`src/rtl/ssd_pkg.sv`:
```
// rtl/ssd_pkg.sv - shared types and hex-to-seven-segment encoding for the keypad display
package ssd_pkg;

    typedef logic [6:0] seg_t;
    typedef logic [3:0] hex_t;

    // Active-high segments, bit 6 = a down to bit 0 = g
    localparam seg_t SEG_TABLE [16] = '{
        7'h7E, 7'h30, 7'h6D, 7'h79, 7'h33, 7'h5B, 7'h5F, 7'h70,
        7'h7F, 7'h7B, 7'h77, 7'h1F, 7'h4E, 7'h3D, 7'h4F, 7'h47
    };

    function automatic seg_t hex_to_seg(input hex_t h);
        return SEG_TABLE[h];
    endfunction

endpackage

```
`src/rtl/key_filter.sv`:
```
// rtl/key_filter.sv - debounce of a synchronised level with a one-cycle rising-edge pulse
module key_filter #(
    parameter int STABLE_CYCLES = 4
) (
    input  logic clk,
    input  logic rst,
    input  logic din,
    output logic level,
    output logic rise_pulse
);
    localparam int CNT_W = (STABLE_CYCLES > 1) ? $clog2(STABLE_CYCLES) : 1;

    logic [CNT_W-1:0] cnt;
    logic             done;

    assign done = (cnt == CNT_W'(STABLE_CYCLES - 1));

    // cnt tracks how long din has disagreed with level; any agreement restarts the window
    always_ff @(posedge clk or negedge rst) begin
        if (!rst) begin
            cnt        <= '0;
            level      <= 1'b0;
            rise_pulse <= 1'b0;
        end else begin
            rise_pulse <= 1'b0;
            if (din == level) begin
                cnt <= '0;
            end else if (done) begin
                cnt        <= '0;
                level      <= din;
                rise_pulse <= din;
            end else begin
                cnt <= cnt + 1'b1;
            end
        end
    end

endmodule

```
`src/rtl/keypad_ssd_scan.sv`:
```
// rtl/keypad_ssd_scan.sv - keypad entry buffer with multiplexed SSD scan; SSD_LEAD_BLANK_EN blanks unused digits
module keypad_ssd_scan
    import ssd_pkg::*;
#(
    parameter int CLK_FREQ      = 125_000_000,
    parameter int NUM_DIGITS    = 2,
    parameter int REFRESH_HZ    = 1000,
    parameter int STABLE_CYCLES = CLK_FREQ / 100
) (
    input  logic                            clk,
    input  logic                            rst,
    input  logic                            key_valid,
    input  logic [3:0]                      key_code,
    input  logic                            clr,
    output logic [6:0]                      seg,
    output logic [NUM_DIGITS-1:0]           dig_sel,
    output logic                            key_event,
    output logic [$clog2(NUM_DIGITS+1)-1:0] entry_count
);
    localparam int CW         = $clog2(NUM_DIGITS + 1);
    localparam int IDX_W      = (NUM_DIGITS > 1) ? $clog2(NUM_DIGITS) : 1;
    localparam int PERIOD_RAW = CLK_FREQ / (REFRESH_HZ * NUM_DIGITS);
    localparam int PERIOD     = (PERIOD_RAW > 0) ? PERIOD_RAW : 1;
    localparam int SCAN_W     = (PERIOD > 1) ? $clog2(PERIOD) : 1;

    logic            valid_s1, valid_s2;
    hex_t            code_s1, code_s2;
    logic            key_level;
    logic            accept;
    hex_t            digits      [NUM_DIGITS];
    hex_t            digits_next [NUM_DIGITS];
    logic [CW-1:0]   count_next;
    logic [IDX_W-1:0] idx_next;
    seg_t            seg_next;

    // key_code rides the same two-flop chain so it stays aligned with key_valid
    always_ff @(posedge clk or negedge rst) begin
        if (!rst) begin
            valid_s1 <= 1'b0;
            valid_s2 <= 1'b0;
            code_s1  <= '0;
            code_s2  <= '0;
        end else begin
            valid_s1 <= key_valid;
            valid_s2 <= valid_s1;
            code_s1  <= key_code;
            code_s2  <= code_s1;
        end
    end

    key_filter #(
        .STABLE_CYCLES (STABLE_CYCLES)
    ) u_key_filter (
        .clk        (clk),
        .rst        (rst),
        .din        (valid_s2),
        .level      (key_level),
        .rise_pulse (key_event)
    );

    assign accept = key_event & key_level;

    always_comb begin
        digits_next = digits;
        count_next  = entry_count;
        if (clr) begin
            for (int i = 0; i < NUM_DIGITS; i++) begin
                digits_next[i] = '0;
            end
            count_next = '0;
        end else if (accept) begin
            for (int i = NUM_DIGITS - 1; i > 0; i--) begin
                digits_next[i] = digits[i-1];
            end
            digits_next[0] = code_s2;
            if (entry_count != CW'(NUM_DIGITS)) begin
                count_next = entry_count + 1'b1;
            end
        end
    end

    always_ff @(posedge clk or negedge rst) begin
        if (!rst) begin
            for (int i = 0; i < NUM_DIGITS; i++) begin
                digits[i] <= '0;
            end
            entry_count <= '0;
        end else begin
            digits      <= digits_next;
            entry_count <= count_next;
        end
    end

    generate
        if (NUM_DIGITS > 1) begin : g_scan
            logic [SCAN_W-1:0] scan_cnt;
            logic [IDX_W-1:0]  idx_q;
            logic              wrap;

            assign wrap = (scan_cnt == SCAN_W'(PERIOD - 1));

            always_comb begin
                idx_next = idx_q;
                if (wrap) begin
                    idx_next = (idx_q == IDX_W'(NUM_DIGITS - 1)) ? '0 : idx_q + 1'b1;
                end
            end

            always_ff @(posedge clk or negedge rst) begin
                if (!rst) begin
                    scan_cnt <= '0;
                    idx_q    <= '0;
                    dig_sel  <= NUM_DIGITS'(1);
                end else if (wrap) begin
                    scan_cnt <= '0;
                    idx_q    <= idx_next;
                    dig_sel  <= NUM_DIGITS'(1) << idx_next;
                end else begin
                    scan_cnt <= scan_cnt + 1'b1;
                end
            end
        end else begin : g_single
            assign idx_next = '0;
            assign dig_sel  = 1'b1;
        end
    endgenerate

    // Encode from next-state digit and index so seg never lags dig_sel or the buffer
    always_comb begin
        seg_next = hex_to_seg(digits_next[0]);
        for (int i = 0; i < NUM_DIGITS; i++) begin
            if (int'(idx_next) == i) begin
                seg_next = hex_to_seg(digits_next[i]);
`ifdef SSD_LEAD_BLANK_EN
                if (i != 0 && i >= int'(count_next)) begin
                    seg_next = '0;
                end
`endif
            end
        end
    end

    always_ff @(posedge clk or negedge rst) begin
        if (!rst) begin
            seg <= SEG_TABLE[0];
        end else begin
            seg <= seg_next;
        end
    end

endmodule
```
`config.mk`:
```
export PLATFORM = sky130hd
export DESIGN_NAME = keypad_ssd_scan
export DESIGN_NICKNAME = d
export VERILOG_FILES = /design/src/rtl/ssd_pkg.sv /design/src/rtl/key_filter.sv /design/src/rtl/keypad_ssd_scan.sv
export SDC_FILE = /design/constraint.sdc
export NUM_CORES = 1
export LEC_CHECK = 0
export BUFFER_PORTS_ARGS = -buffer_cell sky130_fd_sc_hd__buf_4
export CAP_MARGIN = 20
export CORE_ASPECT_RATIO = 0.7
export CORE_MARGIN = 5
export CORE_UTILIZATION = 60
export CTS_CLUSTER_SIZE = 14
export DETAILED_ROUTE_END_ITERATION = 12
export PLACE_DENSITY_LB_ADDON = 0.1
export SLEW_MARGIN = 10
export SYNTH_ARGS = -nofsm -noshare
export SYNTH_HDL_FRONTEND = slang
export SYNTH_SLANG_ARGS = --single-unit
```
`constraint.sdc`:
```
create_clock -name clk -period 2.4 [get_ports clk]
set_input_delay 0.24 -clock clk [delete_from_list [all_inputs] [get_ports clk]]
set_output_delay 0.24 -clock clk [all_outputs]
set_load 0.005 [all_outputs]
```
==> results summary, run 1 <==
The highest ir drop seen on vdd is 0.4016 mV. At the worst endpoint, the arrival time is 2330 ps. The net switching fraction of the power came out at 22.15%. The required time of the critical path came out at 2640 ps. The count of pins on the block boundary is 20. In the synthesized netlist the dominant register cell turns out to be dfrtp_1.

The number of buffer and inverter stages on the critical path came out at 1. Max-cap violations in this run came to 0. The count of endpoints failing setup in the final report came out at 0.

The fraction of layout instances using a drive strength above 1 came out at 16.39%. The total number of yosys warnings came out at 0. The first detailed-routing pass took 4 iterations. The startpoint class of the critical path is a register.

In this run, synthesis produced a sequential element count of 68. The first global-routing pass estimated 11,220 um of wire. The die boundary height is 73.15 um.

The internal power consumption came out at 1611 uW. The total DRC errors in the routed layout came out at 0. The clock tree from TritonCTS is done. The initial cell density of the core came out at 60.91%. Walking the worst path, the cells encountered are and2_1 > nand2_1 > a21oi_2 > inv_1 > ha_1 > mux2i_1 > a2bb2oi_1 > a21oi_1. The sum of overflow across all layers after global routing is 0. The sequential cells in the finished layout cover a total of 0.001710 mm^2. The TritonCTS buffer count is 9. The worst setup slack after placement is 285.3 ps. Summed over all nets, the switching power comes to 458.3 uW. The final sum of negative setup slack came out at 0 ps.

The number of flops mapped to enable cells by yosys is 0. The maximum number of pins on one net before global-route repair is 69. The clock-pin slew reported for the worst setup and hold paths after clock tree synthesis is 70 ps. The clock network latency to the later pin of the worst-skew pair is 340 ps. The post-synth net total is 354.

The average via count per standard cell came out at 5.404. The share of total power dissipated in sequential elements is 56.4%. The count of distinct cell types in the synthesized netlist is 53. By startpoint and endpoint, the worst setup path is classified as reg2reg. The clock net in this run drives a total of 68 sinks. The clock group share of total power is 40.9%. The share of async-settable or async-resettable flops after synthesis is 100.0%. The number of setup buffers added after CTS came out at 0. The die boundary width came out at 100.2 um. In the global route stage, overall resource usage came out at 19.89%.

The time the worst path needs with I/O delays and setup is 2094 ps. The H-tree depth reported by CTS came out at 3. The count of antenna-violating nets left after detailed routing came out at 0. For this design the static power due to leakage is 0.001732 uW.

The post-layout worst setup margin came out at 306.2 ps. After detailed placement, the design holds a cell count of 420. The area inside the core boundary is 0.005612 mm^2.

The run finished with clean final reports. The final-layout fill cell count came out at 418. The HPWL reported at the end of detailed placement is 4306 um. The total power divided by cell area is 530.5 mW/mm^2. The highest clock rate is 477.6 MHz. The path class of the tightest hold or removal check is in2async. The congestion estimate from routability-driven global placement came to 0.8904.

The number of diodes is 0. The number of input and output port buffers inserted came out at 19. The clock root buffer master is clkbuf_8. The worst register-to-register path begins at u_key_filter.level. The area occupied by multi-input gates came out at 0.001590 mm^2. The worst pin sits at a relative slew slack of 44.72%.

The sequential share of the synthesized area came out at 50.04%. The delay of the slowest critical-path stage came out at 460 ps. The mean post-synth cell area came out at 10.39 um^2. The floorplan row count came out at 23. The cell area that synthesis handed to floorplanning was 0.003418 mm^2. The initial antenna violation count is 0. The worst-margin pin slew came out at 829.3 ps.

The share of the cycle needed by the critical path after routing came out at 87.24%. The endpoint class of the critical path is a register. The final routed wire length divided by cell count came out at 14.50 um. The logic depth of the worst register-to-register path is 8. Setup repair after global routing left no endpoint under its margin.

In this run, the number of DRC markers left after iteration 0 of detailed routing was 115. The slowest stage of the critical path belongs to the cell dfrtp_1. The number of nets in the finished design is 386.

The number of slew-limit violations in the final report was 0. The number of endpoints with negative hold slack in the final report came to 0. The gate count of the mapped netlist is 329. The reg-to-reg setup timing slack came out at 310 ps.

Counting along the longest clock path gives a buffer depth of 2. The count of non-filler cells in the finished layout came out at 441. The endpoint of the worst-slack reg-to-reg timing path is seg[3]. The total vias in the final route came out at 2,383. The critical-path maximum fanout is 8. The floorplan die area came out at 0.007331 mm^2. The via count of the first global-routing pass was 2,278. The cell family contributing the most delay on the critical path is compound AO/OA/AOI/OAI gates. The setup skew after layout is 13.76 ps. Compared with the post-synthesis result, the final layout area differs by 14.09%.

Wires add up to 6396 um. Of the total power, combinational logic draws 2.7%.
-- power groups by stage --
stage / clock (uW) / sequential [uW] / combinational (uW)
floorplan: 0 / 1190 / 16.2
global route: 934 / 1170 / 64.9
finish: 846 / 1170 / 55.3
detailed placement: 0 / 1190 / 51.0
global placement: 0 / 1190 / 50.2
CTS: 871 / 1170 / 54.7
-- layer usage --
metal | track usage (%) | part of all wire, %
met1 | 29.92 | 52
met2 | 27.53 | 43
met3 | 5.922 | 4.5
met4 | 6.278 | 0.91
met5 | 0 | 0
-- registers in the layout (all words and copies together), names as in the netlist --
| signal | cells |
|---|---|
| entry_count | 2 |
| u_key_filter.rise_pulse | 1 |
| dig_sel | 2 |
| valid_s1 | 1 |
| valid_s2 | 1 |
| seg | 7 |
| code_s1 | 4 |
| code_s2 | 4 |
| g_scan.scan_cnt | 16 |
| u_key_filter.cnt | 21 |
| digits | 8 |
| u_key_filter.level | 1 |
-- cells in the final DEF, fill, tap and decap left out, types with 11 or more instances in the layout --
| cell type | n |
|---|---|
| xnor2_1 | 17 |
| dfrtp_1 | 61 |
| nand2_1 | 25 |
| xor2_1 | 17 |
| ha_1 | 17 |
| inv_1 | 14 |
| clkbuf_8 | 11 |
| nor2_1 | 33 |
| a21oi_1 | 11 |
| buf_4 | 28 |
| nand3_1 | 15 |
-- synth_stat cells, drive strengths merged (3+ instances only) --
master | count | area [um^2]
nand4 | 7 | 43.79
ha | 17 | 212.7
xnor2 | 18 | 165.2
and4 | 3 | 26.28
and2 | 3 | 18.77
buf | 7 | 37.54
and3 | 5 | 31.28
or3 | 5 | 31.28
dfstp | 7 | 183.9
inv | 15 | 56.30
clkbuf | 5 | 18.77
nand2 | 25 | 93.84
nand3 | 15 | 75.07
o21ai | 13 | 65.06
o22ai | 5 | 31.28
a21oi | 13 | 68.82
mux2 | 3 | 37.53
nand2b | 5 | 31.28
a21o | 3 | 22.52
nor3 | 5 | 25.02
nor2 | 33 | 123.9
nor4 | 3 | 33.78
mux2i | 7 | 70.07
xor2 | 17 | 148.9
dfrtp | 61 | 1526
nor2b | 4 | 25.02
-- final cells by class --
| type | instances | area share, % |
|---|---|---|
| well taps | 75 | 2.406 |
| clock buffers | 13 | 4.074 |
| multi-input cells | 233 | 40.78 |
| flip-flops and latches | 68 | 43.86 |
| clock inverters | 3 | 0.5454 |
| repair buffers | 33 | 6.673 |
| inverters | 16 | 1.668 |
-- logic make-up (layout without fill, tap and decap cells) --
group | Yosys count | in the layout | share of synthesized area [%]
AND/OR/NAND/NOR | 123 | 123 | 19.11
flip-flops | 68 | 68 | 50.04
AO/OA/AOI/OAI | 48 | 48 | 8.748
XOR/XNOR | 35 | 35 | 9.187
buffers and inverters | 28 | 65 | 3.551
adder cells (fa/ha/maj) | 17 | 17 | 6.222
multiplexers | 10 | 10 | 3.148
-- stage by stage --
stage / util, % / cell area [um^2] / hold WS (ps) / power, uW
detailed placement: 65.33 / 3666 / 346.2 / 1240
CTS: 69.07 / 3876 / 3.051 / 2094
global route: 69.50 / 3900 / 54.04 / 2168
floorplan: - / 3418 / -55.59 / 1202
finish: 69.50 / 3900 / 10.75 / 2069
global placement: 65.33 / 3666 / 339.0 / 1239
-- worst max-delay path by stage --
| stage | start | to | cells past startpoint |
|---|---|---|---|
| floorplan | u_key_filter.level | seg[5] | 9 |
| global placement | u_key_filter.cnt[14] | u_key_filter.cnt[18] | 5 |
| detailed placement | u_key_filter.level | seg[3] | 8 |
| CTS | u_key_filter.level | seg[3] | 8 |
| global route | u_key_filter.level | seg[3] | 8 |
| finish | u_key_filter.level | seg[3] | 8 |
-- timing repair --
action                                  4_1_cts  5_1_grt
endpoints found under the setup margin        0        1
resized for setup                             0        1
hold buffers                                  3        2
hold endpoints to repair                      3        2
Note: power is estimated with default switching activity, not from simulation.
==> run 2: changes to the inputs <==
ABC_AREA = 1   (was not set)
CORE_UTILIZATION = 61   (was 60)
GPL_ROUTABILITY_DRIVEN = 0   (was not set)
==> run 2 against run 1 <==
Against the previous run:
- highest routed layer unchanged
- synthesized cell count up 56%
- the flow now finishes with violations (hold timing)
- sequential share of layout area decreased by 4.5 points
- register-to-register slack lost 50 ps
- core utilization increased by 0.35 points
- setup slack lost 45 ps
==> results summary, run 2 <==
The detailed-routing iteration count for the pre-antenna-repair pass came out at 5 (was 4). The cell count after placement is 602 (was 420). The primary flip-flop cell chosen by synthesis mapping is dfrtp_1 (unchanged). The highest ir drop seen on vdd came out at 0.4433 mV (was 0.4016 mV).

The average via count per standard cell came to 5.196 (was 5.404). The clock-pin slew reported for the worst setup and hold paths after clock tree synthesis came out at 80 ps (was 70 ps). The gate count of the mapped netlist is 513 (was 329). The reg-to-reg setup timing slack is 260 ps (was 310 ps). The end of the critical path is seg[0] (was seg[3]). The initial cell density of the core is 62.58% (was 60.91%). The most flop-heavy register was u_key_filter.cnt (unchanged). The mean post-synth cell area is 7.583 um^2 (was 10.39 um^2).

The post-cts repair resize count is 0 (unchanged). The required time of the critical path is 2640 ps (about the same). The critical path data arrival time came out at 2380 ps (was 2330 ps).

The setup skew after layout is 8.278 ps (was 13.76 ps). Largest cells by area after synthesis: dfrtp_1, nand2_1, nor2_1 (was dfrtp_1, ha_1, dfstp_2). The master of the slowest instance on the critical path is dfrtp_1 (unchanged).

The number of flops mapped to enable cells by yosys came to 0 (unchanged). The area overhead of the layout relative to synthesis came out at 11.61% (was 14.09%). The max-cap violation count is 0 (unchanged). The total power divided by cell area is 527.2 mW/mm^2 (was 530.5 mW/mm^2). The relative contribution of sequential cells to total power came out at 51.0% (was 56.4%).

The number of design-rule violations left by the first detailed-router iteration is 191 (was 115). The headroom to the max-slew limit came out at 44.89% (was 44.72%). The overall routed net length is 7801 um (was 6396 um). The number of nets in the finished design is 565 (was 386). The HPWL reported at the end of detailed placement is 5670 um (was 4306 um). The combinational group share of total power came out at 3.1% (was 2.7%). The count of endpoints failing setup in the final report came out at 0 (unchanged). The time the worst path needs with I/O delays and setup was 2139 ps (was 2094 ps). The delay of the slowest critical-path stage is 540 ps (was 460 ps).

The total number of yosys warnings is 0 (unchanged). The switching power is 516.7 uW (was 458.3 uW). The start point of the critical path is u_key_filter.level (unchanged). The initial antenna violation count is 0 (unchanged).

The post-synthesis instance area came out at 0.003890 mm^2 (was 0.003418 mm^2). The count of distinct cell types in the synthesized netlist is 30 (was 53). The startpoint class of the critical path is a register (unchanged). The internal power consumption is 1772 uW (was 1611 uW). The share of the synthesized area in the top cell type came out at 39.24% (was 44.66%). The total vias in the final route is 3,237 (was 2,383). The clock root buffer master is clkbuf_8 (unchanged). Setup repair after global routing missed its margin: false (unchanged). The launch point of the worst reg-to-reg path is u_key_filter.level (unchanged).

The H-tree depth reported by CTS is 3 (unchanged). The total DRC errors in the routed layout is 0 (unchanged). List of most frequent post-synthesis cells: nand2_1, nor2_1, inv_1 (was dfrtp_1, nor2_1, nand2_1).

The number of buffers on the longest clock path came out at 2 (unchanged). The post-synthesis sequential element count came to 68 (unchanged). The sequential share of the synthesized area came to 43.97% (was 50.04%).

The total clock sinks came out at 68 (unchanged). Result of the run: finished, violations left (was finished, final reports clean). The clock group share of total power came out at 46.0% (was 40.9%). The highest clock rate came to 467.5 MHz (was 477.6 MHz). The flip-flop count of the largest register, all copies and words added is 21 (unchanged).

The maximum number of pins on one net before global-route repair is 69 (unchanged). The count of pins on the block boundary came to 20 (unchanged). The number of endpoints with negative hold slack in the final report came out at 7 (was 0). The TritonCTS buffer count is 9 (unchanged). The static leakage is 0.002137 uW (was 0.001732 uW). The logic depth of the worst register-to-register path came out at 10 (was 8). The class of the worst hold path is in2async (unchanged).

The checks that failed: hold timing. The fraction of the core area covered by cells at the end of the flow is 69.85% (was 69.50%). The count of antenna-violating nets left after detailed routing is 0 (unchanged).

The share of the cycle needed by the critical path after routing was 89.13% (was 87.24%). The share of async-settable or async-resettable flops after synthesis is 100.0% (unchanged). The sum of overflow across all layers after global routing was 0 (unchanged).

The via count of the first global-routing pass came out at 3,006 (was 2,278). The final routed wire length divided by cell count is 12.52 um (was 14.50 um). Cells traversed along the worst timing path: nand2_2 > nand2_1 > nand3_1 > inv_1 > ha_1 > nand4_1 > nand3_1 > nand2_1 > nand2_1 > nand2_1 (was and2_1 > nand2_1 > a21oi_2 > inv_1 > ha_1 > mux2i_1 > a2bb2oi_1 > a21oi_1).

The floorplan die area came out at 0.008099 mm^2 (was 0.007331 mm^2). The die boundary width came out at 105.4 um (was 100.2 um). The endpoint of the worst-slack reg-to-reg timing path is seg[0] (was seg[3]). The clock tree from TritonCTS is done (unchanged). The fraction of layout instances using a drive strength above 1 came to 10.83% (was 16.39%).

The die boundary height is 76.81 um (was 73.15 um). The wire length of the first global-routing pass was 13,740 um (was 11,220 um). The clock network latency to the later pin of the worst-skew pair came out at 340 ps (about the same). By instance count, the cell type seen most on the critical path is nand2_1.

The final sum of negative setup slack was 0 ps (unchanged). The count of non-filler cells in the finished layout came out at 623 (was 441). The number of slew-limit violations in the final report is 0 (unchanged). The post-synth net total is 538 (was 354). The net switching fraction of the power came out at 22.57% (was 22.15%).

The dominant cell type by area after synthesis was dfrtp_1 (unchanged). The type of the worst setup path is reg2reg (unchanged). The most repeated cell in the gate-level netlist after synthesis was nand2_1 (was dfrtp_1). The number of input and output port buffers inserted came to 19 (unchanged). The worst hold-check slack was -14.89 ps (was 10.75 ps). The endpoint class of the critical path is a register (unchanged). Highest-count cells in the layout ignoring fill and taps: nand2_1, nor2_1, inv_1, dfrtp_1, nand3_1 (was dfrtp_1, nor2_1, buf_4, nand2_1). The floorplan row count was 24 (was 23). The most frequent standard cell in the layout excluding fill and tap cells is nand2_1 (was dfrtp_1). The critical-path maximum fanout is 13 (was 8).

The worst-margin pin slew was 826.7 ps (was 829.3 ps). The area inside the core boundary is 0.006216 mm^2 (was 0.005612 mm^2). The number of diodes was 0 (unchanged). Top Registers: u_key_filter.cnt (21), g_scan.scan_cnt (16), digits (8) (unchanged). The total routing resource utilization after global routing was 20.63% (was 19.89%).
==> run 2: cell types whose count changed after synthesis, moves of 7 or more <==
cell     before  now
nor2_1       33   81
mux2i_1       7    0
xnor2_1      17    5
inv_1        14   65
a21oi_1      12    3
nand3_1      15   50
nand2_1      25  148
==> run 2: power by group through the flow <==
stage	Combinational, uW	Clock, uW	Sequential, uW
after floorplan	25.8	0	1190
after global placement	64.9	0	1190
after detailed placement	66.1	0	1190
after CTS	72.4	1090	1170
after global routing	80.9	1140	1170
final	70.2	1050	1170
==> run 2: worst min path at each step <==
stage / endpoint / slack [ps] / depth (start not counted) / startpoint
CTS: dig_sel[1] / 10 / 1 / rst
finish: g_scan.scan_cnt[5] / -10 / 1 / rst
global placement: code_s2[3] / 330 / 0 / code_s1[3]
floorplan: code_s1[0] / -60 / 0 / rst
detailed placement: code_s2[1] / 340 / 0 / code_s1[1]
global route: digits[4] / 50 / 1 / rst
==> run 2: final cells by class <==
cell class              count  area (um^2)
repair buffers             24        192.7
clock inverters             7        98.84
inverters                  66        247.7
multi-input cells         371         1871
well taps                  78        97.59
clock buffers               9        123.9
flip-flops and latches     68         1710
fillers                   491         1874
==> run 2: cell families after synthesis <==
family / Yosys count / synth area share (%)
AOI/OAI and AO/OA: 18 / 2.669
adders and majority gates: 17 / 5.468
DFF: 68 / 43.97
buffers and inverters: 74 / 7.944
xor gates and xnor gates: 19 / 4.278
and+or+nand+nor: 317 / 35.67
==> run 2: critical path: cells and delay by family, from the launching register on <==
kind	cells	cell delay, ps
simple gates	8	1130
flops	1	540
fa+ha+maj	1	190
buf+inv	1	180
==> run 2: through the flow <==
step                      instance area [um^2]  setup WS [ps]  total power (uW)
after floorplan                           3890          645.7              1214
after global placement                    4069          475.2              1253
after detailed placement                  4069          317.4              1255
after CTS                                 4342          292.5              2324
after global routing                      4342          16.48              2390
final                                     4342          260.8              2289
==> run 2: repair_timing <==
| action | in CTS | in global routing |
|---|---|---|
| hold buffers | 5 | 0 |
| setup buffers | 0 | 0 |
| hold endpoints to repair | 5 | 0 |
==> run 2: per-layer routing <==
| layer | routed length [um] | vias to the layer above | track usage, % |
|---|---|---|---|
| li1 | - | 1651 | - |
| met1 | 3884 | 1480 | 29.83 |
| met2 | 3382 | 96 | 30.09 |
| met3 | 442 | 10 | 5.537 |
| met4 | 91 | 0 | 6.684 |
| met5 | 0 | - | 0 |
